$ cat config.mk
export PLATFORM = sky130hd
export DESIGN_NAME = uart_rx16
export DESIGN_NICKNAME = d
export VERILOG_FILES = /design/src/rtl/uart_pkg.sv /design/src/rtl/uart_sync.sv /design/src/rtl/uart_rx16.sv
export SDC_FILE = /design/constraint.sdc
export NUM_CORES = 1
export LEC_CHECK = 0
export ABC_CLOCK_PERIOD_IN_PS = 2100
export CORE_ASPECT_RATIO = 0.7
export CORE_MARGIN = 2
export CORE_UTILIZATION = 54
export CTS_CLUSTER_SIZE = 16
export DETAILED_ROUTE_END_ITERATION = 8
export MAX_ROUTING_LAYER = met4
export PLACE_DENSITY = 0.88
export REMOVE_ABC_BUFFERS = 1
export SYNTH_ARGS = -nofsm -noshare
export SYNTH_HDL_FRONTEND = slang
export SYNTH_SLANG_ARGS = --single-unit
export TNS_END_PERCENT = 5
$ cat constraint.sdc
create_clock -name clk -period 2.1 [get_ports clk]
set_input_delay 0.42 -clock clk [delete_from_list [all_inputs] [get_ports clk]]
set_output_delay 0.42 -clock clk [all_outputs]
set_load 0.01 [all_outputs]
$ cat src/rtl/uart_pkg.sv
// Shared UART constants and receiver state codes (used by rx, baud gen and tx).
// Latency: n/a (definitions only).
// Backpressure: n/a.
package uart_pkg;

  // Oversampling ratio of the baud tick relative to the bit rate.
  localparam int OSR = 16;
  localparam int CNT_W = $clog2(OSR);

  // Tick indices within one bit period: mid-bit and last tick of the bit.
  localparam logic [CNT_W-1:0] MID_TICK  = CNT_W'(7);
  localparam logic [CNT_W-1:0] LAST_TICK = CNT_W'(15);

  typedef enum logic [2:0] {
    RX_IDLE  = 3'd0,
    RX_START = 3'd1,
    RX_DATA  = 3'd2,
    RX_STOP  = 3'd3,
    RX_BREAK = 3'd4
  } rx_state_t;

endpackage

$ cat src/rtl/uart_sync.sv
// Multi-flop synchronizer for an asynchronous level input, reset to idle-high.
// Latency: STAGES clk from pin to q.
// Backpressure: none; free-running.
module uart_sync #(
  parameter int STAGES = 2
) (
  input  logic clk,
  input  logic rst_n,
  input  logic d,
  output logic q
);

  logic [STAGES-1:0] sync_ff;

  // Shift the raw input through the flop chain; reset to 1 so an idle line never looks like a start bit.
  always_ff @(posedge clk or negedge rst_n) begin
    if (!rst_n) begin
      sync_ff <= '1;
    end else begin
      sync_ff <= {sync_ff[STAGES-2:0], d};
    end
  end

  assign q = sync_ff[STAGES-1];

endmodule

$ cat src/rtl/uart_rx16.sv
// 16x-oversampled async serial receiver (LSB first, 1 stop) with valid/ready byte output.
// Latency: rx_valid rises 1 clk after the mid-stop-bit tick that completes the frame.
// Backpressure: one-byte holding register; a byte arriving while it is full and not being taken is dropped (overrun).
module uart_rx16
  import uart_pkg::*;
#(
  parameter int DATA_BITS   = 8,
  parameter int SYNC_STAGES = 2
) (
  input  logic                 clk,
  input  logic                 rst_n,
  input  logic                 tick16,
  input  logic                 rxd,
  output logic [DATA_BITS-1:0] rx_data,
  output logic                 rx_valid,
  input  logic                 rx_ready,
  output logic                 busy,
  output logic                 frame_err,
  output logic                 overrun
);

  localparam int BIT_W = $clog2(DATA_BITS);
  localparam logic [BIT_W-1:0] LAST_BIT = BIT_W'(DATA_BITS - 1);

  logic                 rxs;
  rx_state_t            state, state_nxt;
  logic [CNT_W-1:0]     cnt, cnt_nxt;
  logic [BIT_W-1:0]     bit_idx, bit_nxt;
  logic [DATA_BITS-1:0] shreg, shreg_nxt;
  logic                 deliver;
  logic                 ferr_set;

  uart_sync #(
    .STAGES (SYNC_STAGES)
  ) u_sync (
    .clk   (clk),
    .rst_n (rst_n),
    .d     (rxd),
    .q     (rxs)
  );

  // Frame state, oversample counter, bit index and shift register.
  always_ff @(posedge clk or negedge rst_n) begin
    if (!rst_n) begin
      state   <= RX_IDLE;
      cnt     <= '0;
      bit_idx <= '0;
      shreg   <= '0;
    end else begin
      state   <= state_nxt;
      cnt     <= cnt_nxt;
      bit_idx <= bit_nxt;
      shreg   <= shreg_nxt;
    end
  end

  // Next-state logic: counters only move on tick16, sampling happens at mid-bit.
  always_comb begin
    state_nxt = state;
    cnt_nxt   = cnt;
    bit_nxt   = bit_idx;
    shreg_nxt = shreg;
    deliver   = 1'b0;
    ferr_set  = 1'b0;
    case (state)
      RX_IDLE: begin
        cnt_nxt = '0;
        if (!rxs) begin
          state_nxt = RX_START;
        end
      end
      RX_START: begin
        if (tick16) begin
          if (cnt == MID_TICK) begin
            cnt_nxt   = '0;
            bit_nxt   = '0;
            // A line that is back high at mid-start was a glitch.
            state_nxt = rxs ? RX_IDLE : RX_DATA;
          end else begin
            cnt_nxt = cnt + 1'b1;
          end
        end
      end
      RX_DATA: begin
        if (tick16) begin
          cnt_nxt = cnt + 1'b1;
          if (cnt == LAST_TICK) begin
            shreg_nxt = {rxs, shreg[DATA_BITS-1:1]};
            if (bit_idx == LAST_BIT) begin
              state_nxt = RX_STOP;
            end else begin
              bit_nxt = bit_idx + 1'b1;
            end
          end
        end
      end
      RX_STOP: begin
        if (tick16) begin
          cnt_nxt = cnt + 1'b1;
          if (cnt == LAST_TICK) begin
            // Leaving at mid-stop gives half a bit of slack before the next start edge.
            if (rxs) begin
              deliver   = 1'b1;
              state_nxt = RX_IDLE;
            end else begin
              ferr_set  = 1'b1;
              state_nxt = RX_BREAK;
            end
          end
        end
      end
      RX_BREAK: begin
        // Stay here while the line is held low so a break reports only once.
        if (rxs) begin
          state_nxt = RX_IDLE;
        end
      end
      default: begin
        state_nxt = RX_IDLE;
      end
    endcase
  end

  // Output holding register and the registered one-clk error pulses.
  always_ff @(posedge clk or negedge rst_n) begin
    if (!rst_n) begin
      rx_data   <= '0;
      rx_valid  <= 1'b0;
      frame_err <= 1'b0;
      overrun   <= 1'b0;
    end else begin
      frame_err <= ferr_set;
      overrun   <= 1'b0;
      if (deliver) begin
        if (!rx_valid || rx_ready) begin
          // Empty, or the held byte leaves this same clk: load the new one.
          rx_data  <= shreg;
          rx_valid <= 1'b1;
        end else begin
          overrun <= 1'b1;
        end
      end else if (rx_valid && rx_ready) begin
        rx_valid <= 1'b0;
      end
    end
  end

  assign busy = (state != RX_IDLE);

endmodule

Yosys cells after proc, flatten, opt, wreduce, memory -nomap -nowiden
Cells that the tools add are included.
{ "word_totals": {"in_bits": 5, "reg_bits": 31, "output_inout_bits": 12, "elab_cells": 80} }
{ "op_classes": {"n_eq_ne": 19, "add_sub_neg": 2, "reduce_logical": 15, "muxes": 35} }
{ "ops": {"columns": ["op", "count"], "rows": [
  ["2-to-1 mux 3 bit", 15],
  ["!= test 2 bit (second input constant)", 9],
  ["case mux 3 bit (5 select lines)", 1],
  ["2-to-1 mux 1 bit", 13],
  ["2-to-1 mux 4 bit", 3],
  ["case mux 4 bit (3 select lines)", 1],
  ["AND reduction 9 bit", 1],
  ["equality test 3 x 2 -> 1 bit (second input constant)", 2],
  ["equality test 3 bit (second input constant)", 2],
  ["!= test 2 x 1 -> 1 bit (second input constant)", 3],
  ["case mux 3 bit (2 select lines)", 1],
  ["AND reduction 3 bit", 2],
  ["AND reduction 6 bit", 1],
  ["nonzero test 3 bit", 2],
  ["adder 4 x 1 -> 4 bit (second input constant)", 1],
  ["equality test 4 x 3 -> 1 bit (second input constant)", 1],
  ["equality test 4 bit (second input constant)", 1],
  ["AND reduction 2 bit", 2],
  ["nonzero test 2 bit", 2],
  ["adder 3 x 1 -> 3 bit (second input constant)", 1],
  ["equality test 3 x 1 -> 1 bit (second input constant)", 1],
  ["zero test 3 bit", 1],
  ["2-to-1 mux 2 bit", 1],
  ["OR reduction 2 bit", 1],
  ["3 further kinds", 3]
]} }

Depth between registers and ports, before layout
Gate-level depths: netlist of the first run.
{ "depth": {"word_depth": 6, "depth_mapped": 5, "depth_no_buf": 5} }

Hierarchy
Synthesis of the first run repeated with hierarchy kept, for this count alone.
{ "hier_totals": {"hier_cells": 109, "area_unflattened_um2": 1351.3} }
{ "modules_own_cells": {"columns": ["mod", "seq_area_each_um2", "area_per_inst_um2", "cells_each", "n_inst"], "rows": [
  ["uart_rx16", 725.7, 1298.7, 107, 1],
  ["uart_sync", 52.6, 52.6, 2, 1]
]} }

Worst setup path after synthesis of the first run
Ideal clock, no wire load.
{ "synth_timing": {"kind": "register to register", "start": "reg cnt[0]", "end": "reg rx_data[0]", "path_stages_with_launch": 5, "slack_ns": 0.436, "period_less_slack_ns": 1.664, "required_time_ns": 1.975, "arrival_ns": 1.540, "n_path_buf": 0, "cell_sequence": "dfrtp_1 > ha_1 > nand2_1 > nor4b_4 > mux2_2"} }
{ "synth_between": {"elab_chain_cells": 5} }
{ "synth_lines": {"columns": ["element", "line", "source"], "rows": [
  ["start: declaration", "uart_rx16.sv:27", "logic [CNT_W-1:0] cnt, cnt_nxt;"],
  ["start signal: assignment", "uart_rx16.sv:51", "cnt <= cnt_nxt;"],
  ["equality test 4 bit", "uart_rx16.sv:100", "if (cnt == LAST_TICK) begin"],
  ["2-to-1 mux 1 bit", "uart_rx16.sv:100", null],
  ["2-to-1 mux 1 bit", "uart_rx16.sv:98", "if (tick16) begin"],
  ["2-to-1 mux 1 bit", "uart_rx16.sv:65", "case (state)"],
  ["AND reduction 2 bit (no source line)", null, null],
  ["end signal: assignment", "uart_rx16.sv:137", "rx_data <= shreg;"],
  ["end: declaration", "uart_rx16.sv:14", "output logic [DATA_BITS-1:0] rx_data,"]
]} }
No other way between the ends.
A chain may end at the register's enable or synchronous reset.

Worst setup path after layout of the first run
{ "layout_timing": {"start": "reg state[2]", "end": "out busy"} }
{ "layout_between": {"elab_chain_cells": 1} }
{ "layout_lines": {"columns": ["element", "line", "source"], "rows": [
  ["start: declaration", "uart_rx16.sv:26", "rx_state_t state, state_nxt;"],
  ["start signal: assignment", "uart_rx16.sv:50", "state <= state_nxt;"],
  ["nonzero test 3 bit", "uart_rx16.sv:148", "assign busy = (state != RX_IDLE);"],
  ["end: declaration", "uart_rx16.sv:17", "output logic busy,"]
]} }
No other way between the ends.

==> flow_metrics.py, run 1 <==
metrics = {
    "global_route": {
        "grt.overflow.total": 0,
        "use_met1": 0.270,
        "top_usage_layer": "met2",
        "grt_use_met3": 0.0565,
        "grt_usage": 0.225,
        "grt_max_degree": 32,
        "grt_first_pass_wirelength_um": 4810,
        "grt_pass1_vias": 1017,
        "antenna_found_initial": 0,
        "use_met2": 0.356,
    },
    "power_and_ir_drop": {
        "p_leak_nw": 0.802,
        "p_comb_frac": 0.276,
        "p_seq_frac": 0.438,
        "power_switching_mw": 0.566,
        "power.share.switching": 0.319,
        "p_clk_frac": 0.285,
        "p_int_mw": 1.21,
        "ir_worst_vdd_v": 0.000737,
        "p_per_area_mw_per_mm2": 997,
    },
    "yosys": {
        "synth_top_family_by_area": "simple AND/OR/NAND/NOR gates",
        "yosysSeqAreaShare": 0.535,
        "ys_types": 40,
        "synth-simple-area-share": 0.172,
        "ys_async_sr_fraction": 1.00,
        "synthXorXnorAreaFrac": 0.0120,
        "syn_area_mm2": 0.00145,
        "ys_ff_latch": 31,
        "avgSynthCellArea_um2": 12.2,
        "synthCells": 119,
        "yosys-top-cells-area": "dfrtp_1 (50%), mux2_2 (12%), dfstp_2 (3.6%)",
        "synth-compound-area-share": 0.0972,
        "netlist.area_leader.share": 0.499,
        "synth-main-ff-cell": "dfrtp_1",
        "synth.area.mux_share": 0.124,
        "synth-edff-count": 0,
        "synth_area_leader_cell": "dfrtp_1",
        "ys_warn_count": 0,
        "synthAdderAreaFrac": 0.0258,
    },
    "routing": {
        "drc": 0,
        "first_pass_iters": 4,
        "ant_nets": 0,
        "wirelength_um": 2930,
        "drt-vias-per-instance": 5.91,
        "drt_iter0_markers": 33,
        "post_drt_wl_per_cell_um": 16.4,
        "num_vias": 1057,
    },
    "sta": {
        "setup-tns-final_ps": 0,
        "slew_headroom": 0.687,
        "hold_viol_final": 0,
        "post-route-period-util": 0.902,
        "fmax_mhz": 528,
        "max_slew.worst_pin.slew_ps": 457,
        "skew_ps": 5.54,
        "finalMaxSlewViolations": 0,
        "rsz0062_at_grt": "no",
        "fin_crit_ps": 1900,
        "setup_viol": 0,
    },
    "final_layout": {
        "num-fill-cells": 179,
        "drive_gt1_frac": 0.283,
        "fin_util": 0.708,
        "multi_input_area_um2": 627,
        "final_cell_area_mm2": 0.00178,
        "seq_area_um2": 778,
        "antennaDiodeCount": 0,
        "fin_nets": 152,
        "syn_to_final_growth_pct": 22.5,
    },
    "worst_setup_path": {
        "timing.rr.start": "bit_idx[0]",
        "r2r_cells": 5,
        "critPathMaxFanout": 4,
        "cp.required_ps": 1680,
        "critPathLaunchType": "flip-flop",
        "reg2reg_to": "bit_idx[1]",
        "critPathKind": "flip-flop to output pin",
        "cp-end-kind": "output pin",
        "reg2reg_slack_ps": 260,
        "worstPathArrival_ps": 1480,
    },
    "clock_network": {
        "hold_buffers": 0,
        "cts_root_buffer": "clkbuf_8",
        "htree_levels": 2,
        "clockBufferDepth": 2,
        "path_clk_slew_ps": 60,
        "clkLatencyLatePin_ps": 280,
        "post_cts_buffers": 0,
        "cts_tree": "built",
        "cts_num_sinks": 31,
        "cts_made_buffers": 5,
    },
    "placed_design": {
        "placed_area_mm2": 0.00168,
        "gp_congestion": 0.863,
        "dp_hpwl_um": 2040,
        "io_buffers": 16,
    },
    "die": {
        "die_w_um": 66.0,
        "die_y_um": 47.4,
        "initial_core_util": 0.578,
        "dieArea_mm2": 0.00313,
        "coreArea_mm2": 0.00251,
        "rows": 15,
        "io_pins": 17,
    },
    "min_path": {
        "whs_path_depth": 0,
        "hold_start": "u_sync.sync_ff[0]",
        "worstHoldEndpoint": "u_sync.sync_ff[1]",
        "hp-class": "flip-flop to flip-flop",
    },
    "run_status": {
        "outcome": "finished clean",
    },
    "run": {
        "cap_violations": 0,
    },
}
routing by layer:
metal | wire length [um] | vias to the layer above
met4 | 102 | 0
li1 | - | 492
met1 | 1230 | 522
met5 | 0 | -
met2 | 1480 | 27
met3 | 125 | 16
sequential cells by signal (all words and copies together) (netlist names):
| signal | flops |
|---|---|
| rx_data | 8 |
| shreg | 8 |
| cnt | 4 |
| bit_idx | 3 |
| state | 3 |
| u_sync.sync_ff | 2 |
| frame_err | 1 |
| overrun | 1 |
| rx_valid | 1 |
critical path, stage by stage, from the launching register on:
cell	delay, ps
dfrtp_1	370
or3_2	520
dlygate4sd2_1	310
worst max-delay path by stage:
stage / cells after the start / endpoint / startpoint / slack (ps)
global placement: 5 / rx_data[1] / tick16 / 90
floorplan: 4 / shreg[0] / cnt[0] / 420
global route: 5 / rx_data[3] / cnt[0] / 160
detailed placement: 5 / rx_data[7] / tick16 / 40
finish: 2 / busy / state[2] / 200
CTS: 2 / busy / state[2] / 200
power groups by stage:
stage / registers [mW] / logic, mW / clock network (mW)
after global placement: 0.780 / 0.447 / 0
after global routing: 0.797 / 0.538 / 0.541
after CTS: 0.780 / 0.494 / 0.515
after detailed placement: 0.788 / 0.491 / 0
after floorplan: 0.793 / 0.318 / 0
final: 0.779 / 0.491 / 0.507
cells in the mapped netlist, drive strengths merged (2+ instances only):
master  count
buf         2
mux2       16
or3         3
nor2        2
nand3b      2
o21ai       2
ha          3
dfrtp      29
inv         4
nand3       8
nand4       2
a21oi       3
clkbuf      4
o221ai      3
nor3b       3
o211ai      4
nand2       3
and2        2
nand2b      5
dfstp       2
final cells by class:
cell class | count | share of cell area
inverters | 4 | 0.00843
clock buffers | 8 | 0.0562
well taps | 34 | 0.0239
flip-flops and latches | 31 | 0.437
multi-input cells | 78 | 0.352
repair buffers | 24 | 0.123
logic make-up (layout without fill, tap and decap cells):
logic type	after synthesis	count (layout)
xor+xnor	2	2
mux	16	16
fa+ha+maj	3	3
flops	31	31
compound gates	19	19
buf+inv	10	36
simple gates	38	38
metrics by stage:
step	setup WS (ps)	hold WS [ps]	power, mW	std cells
floorplan	417	124	1.11	113
global placement	87.6	346	1.23	171
detailed placement	40.6	351	1.28	171
CTS	196	359	1.79	179
global route	160	363	1.88	179
finish	205	359	1.78	179
what timing repair did:
| item | in CTS | in global routing |
|---|---|---|
| endpoints found under the setup margin | 1 | 0 |
| hold endpoints to repair | 0 | 0 |
| gates resized for setup | 1 | 0 |
placed cells by master (no fill, tap or decap), types with 2 or more instances in the layout:
master	n
nand3_1	8
o221ai_1	3
clkbuf_8	7
o211ai_1	4
nand2b_1	5
a21oi_1	3
o21ai_0	2
ha_1	3
dfstp_2	2
inv_1	4
nand2_1	3
clkdlybuf4s50_1	15
mux2_2	16
or3_2	2
nor2_1	2
nor3b_1	3
dfrtp_1	29
buf_4	8
nand3b_1	2
and2_1	2
nand4_1	2
(Power assumes the default switching activity.)
==> run 2: changes to the inputs <==
- CORE_UTILIZATION: 54 -> 45
- CTS_CLUSTER_DIAMETER: unset -> 30
- PLACE_DENSITY: 0.88 -> 0.77
==> flow_metrics.py, run 2 (synthesis results as in run 1) <==
metrics = {
    "clock_network": {
        "cts_root_buffer": "clkbuf_8",
        "htree_levels": 2,
        "hold_buffers": 0,
        "cts_tree": "built",
        "cts_num_sinks": 31,
        "cts_made_buffers": 5,
        "clockBufferDepth": 2,
        "post_cts_buffers": 0,
        "path_clk_slew_ps": 60,
        "clkLatencyLatePin_ps": 280,
    },
    "routing": {
        "drt_iter0_markers": 44,
        "drc": 0,
        "drt-vias-per-instance": 5.53,
        "post_drt_wl_per_cell_um": 14.5,
        "wirelength_um": 2670,
        "ant_nets": 0,
        "first_pass_iters": 4,
        "num_vias": 1018,
    },
    "sta": {
        "setup-tns-final_ps": 0,
        "max_slew.worst_pin.slew_ps": 408,
        "finalMaxSlewViolations": 0,
        "hold_viol_final": 0,
        "setup_ws_ps": 208,
        "timing.hold.ws_ps": 360,
        "slew_headroom": 0.721,
        "fmax_mhz": 529,
        "rsz0062_at_grt": "no",
        "skew_ps": 5.61,
        "setup_viol": 0,
        "fin_crit_ps": 1890,
        "post-route-period-util": 0.901,
    },
    "final_layout": {
        "drive_gt1_frac": 0.288,
        "num-fill-cells": 258,
        "syn_to_final_growth_pct": 22.8,
        "fin_util": 0.571,
        "layout_common_cells": "dfrtp_1 (29), mux2_2 (16), clkdlybuf4s50_1 (15), buf_4 (9), nand3_1 (8)",
        "fin_nets": 153,
        "antennaDiodeCount": 0,
        "reg.largest.list": "rx_data (8), shreg (8), cnt (4)",
        "final_common_cell": "dfrtp_1",
    },
    "worst_setup_path": {
        "critPathMaxFanout": 4,
        "r2r_cells": 5,
        "cp.required_ps": 1680,
        "worstPathArrival_ps": 1470,
        "critPathLaunchType": "flip-flop",
        "reg2reg_to": "bit_idx[1]",
        "critPathLaunch": "state[2]",
        "reg2reg_slack_ps": 300,
        "crit_path_end": "busy",
        "timing.rr.start": "bit_idx[0]",
        "critPathKind": "flip-flop to output pin",
        "cp-end-kind": "output pin",
    },
    "power_and_ir_drop": {
        "ir_worst_vdd_v": 0.000460,
        "p_leak_nw": 0.803,
        "p_per_area_mw_per_mm2": 961,
        "power_mw": 1.72,
    },
    "global_route": {
        "grt_usage": 0.178,
        "grt.overflow.total": 0,
        "grt_first_pass_wirelength_um": 4700,
        "grt_max_degree": 32,
        "antenna_found_initial": 0,
        "grt_pass1_vias": 954,
    },
    "placed_design": {
        "gp_congestion": 0.869,
        "place_ws_ps": 49.0,
        "io_buffers": 16,
        "dp_hpwl_um": 1920,
    },
    "die": {
        "io_pins": 17,
        "initial_core_util": 0.465,
        "die_y_um": 51.6,
        "dieArea_mm2": 0.00371,
        "die_w_um": 71.9,
        "coreArea_mm2": 0.00313,
        "rows": 17,
    },
    "min_path": {
        "hp-class": "flip-flop to flip-flop",
    },
    "run_status": {
        "outcome": "finished clean",
    },
    "run": {
        "cap_violations": 0,
    },
}
[run 2: worst min-delay path by stage]
stage               depth (start not counted)                 to              start
global placement                            0  u_sync.sync_ff[1]  u_sync.sync_ff[0]
floorplan                                   0         bit_idx[0]              rst_n
finish                                      0  u_sync.sync_ff[1]  u_sync.sync_ff[0]
CTS                                         0  u_sync.sync_ff[1]  u_sync.sync_ff[0]
global route                                0  u_sync.sync_ff[1]  u_sync.sync_ff[0]
detailed placement                          0  u_sync.sync_ff[1]  u_sync.sync_ff[0]
[run 2: layout make-up]
cell class              instances  area, um2  area share
multi-input cells              78        627       0.351
clock buffers                   7       86.3      0.0484
well taps                      38       47.5      0.0266
flip-flops and latches         31        778       0.436
clock inverters                 1       5.00     0.00280
inverters                       4       15.0     0.00841
repair buffers                 25        226       0.127
[run 2: worst max-delay path, cell delays in order, from the launching register on]
cell and delay (ps):
dfrtp_1 370, or3_2 520, dlygate4sd2_1 310
[run 2: where the power goes]
group | leakage, nW | switching [mW] | internal [mW] | total [mW]
registers | 0.408 | 0.0928 | 0.685 | 0.778
clock network | 0.0482 | 0.201 | 0.264 | 0.464
logic | 0.346 | 0.245 | 0.228 | 0.473
total | 0.803 | 0.539 | 1.18 | 1.72
[run 2: through the flow]
| step | std cells | cell area [um2] |
|---|---|---|
| final | 184 | 1790 |
| after detailed placement | 176 | 1700 |
| after global placement | 176 | 1700 |
| after global routing | 184 | 1790 |
| after floorplan | 113 | 1420 |
| after CTS | 184 | 1790 |
[run 2: routing by layer]
| layer | up-vias | part of all wire | GRT usage |
|---|---|---|---|
| li1 | 491 | - | - |
| met1 | 498 | 0.47 | 0.238 |
| met2 | 21 | 0.47 | 0.250 |
| met3 | 8 | 0.037 | 0.0484 |
| met4 | 0 | 0.024 | 0.0943 |
| met5 | - | 0 | - |
[run 2: repair_timing]
action                     CTS  global route
setup endpoints to repair    1             0
gates resized for setup      1             0
hold endpoints to repair     0             0
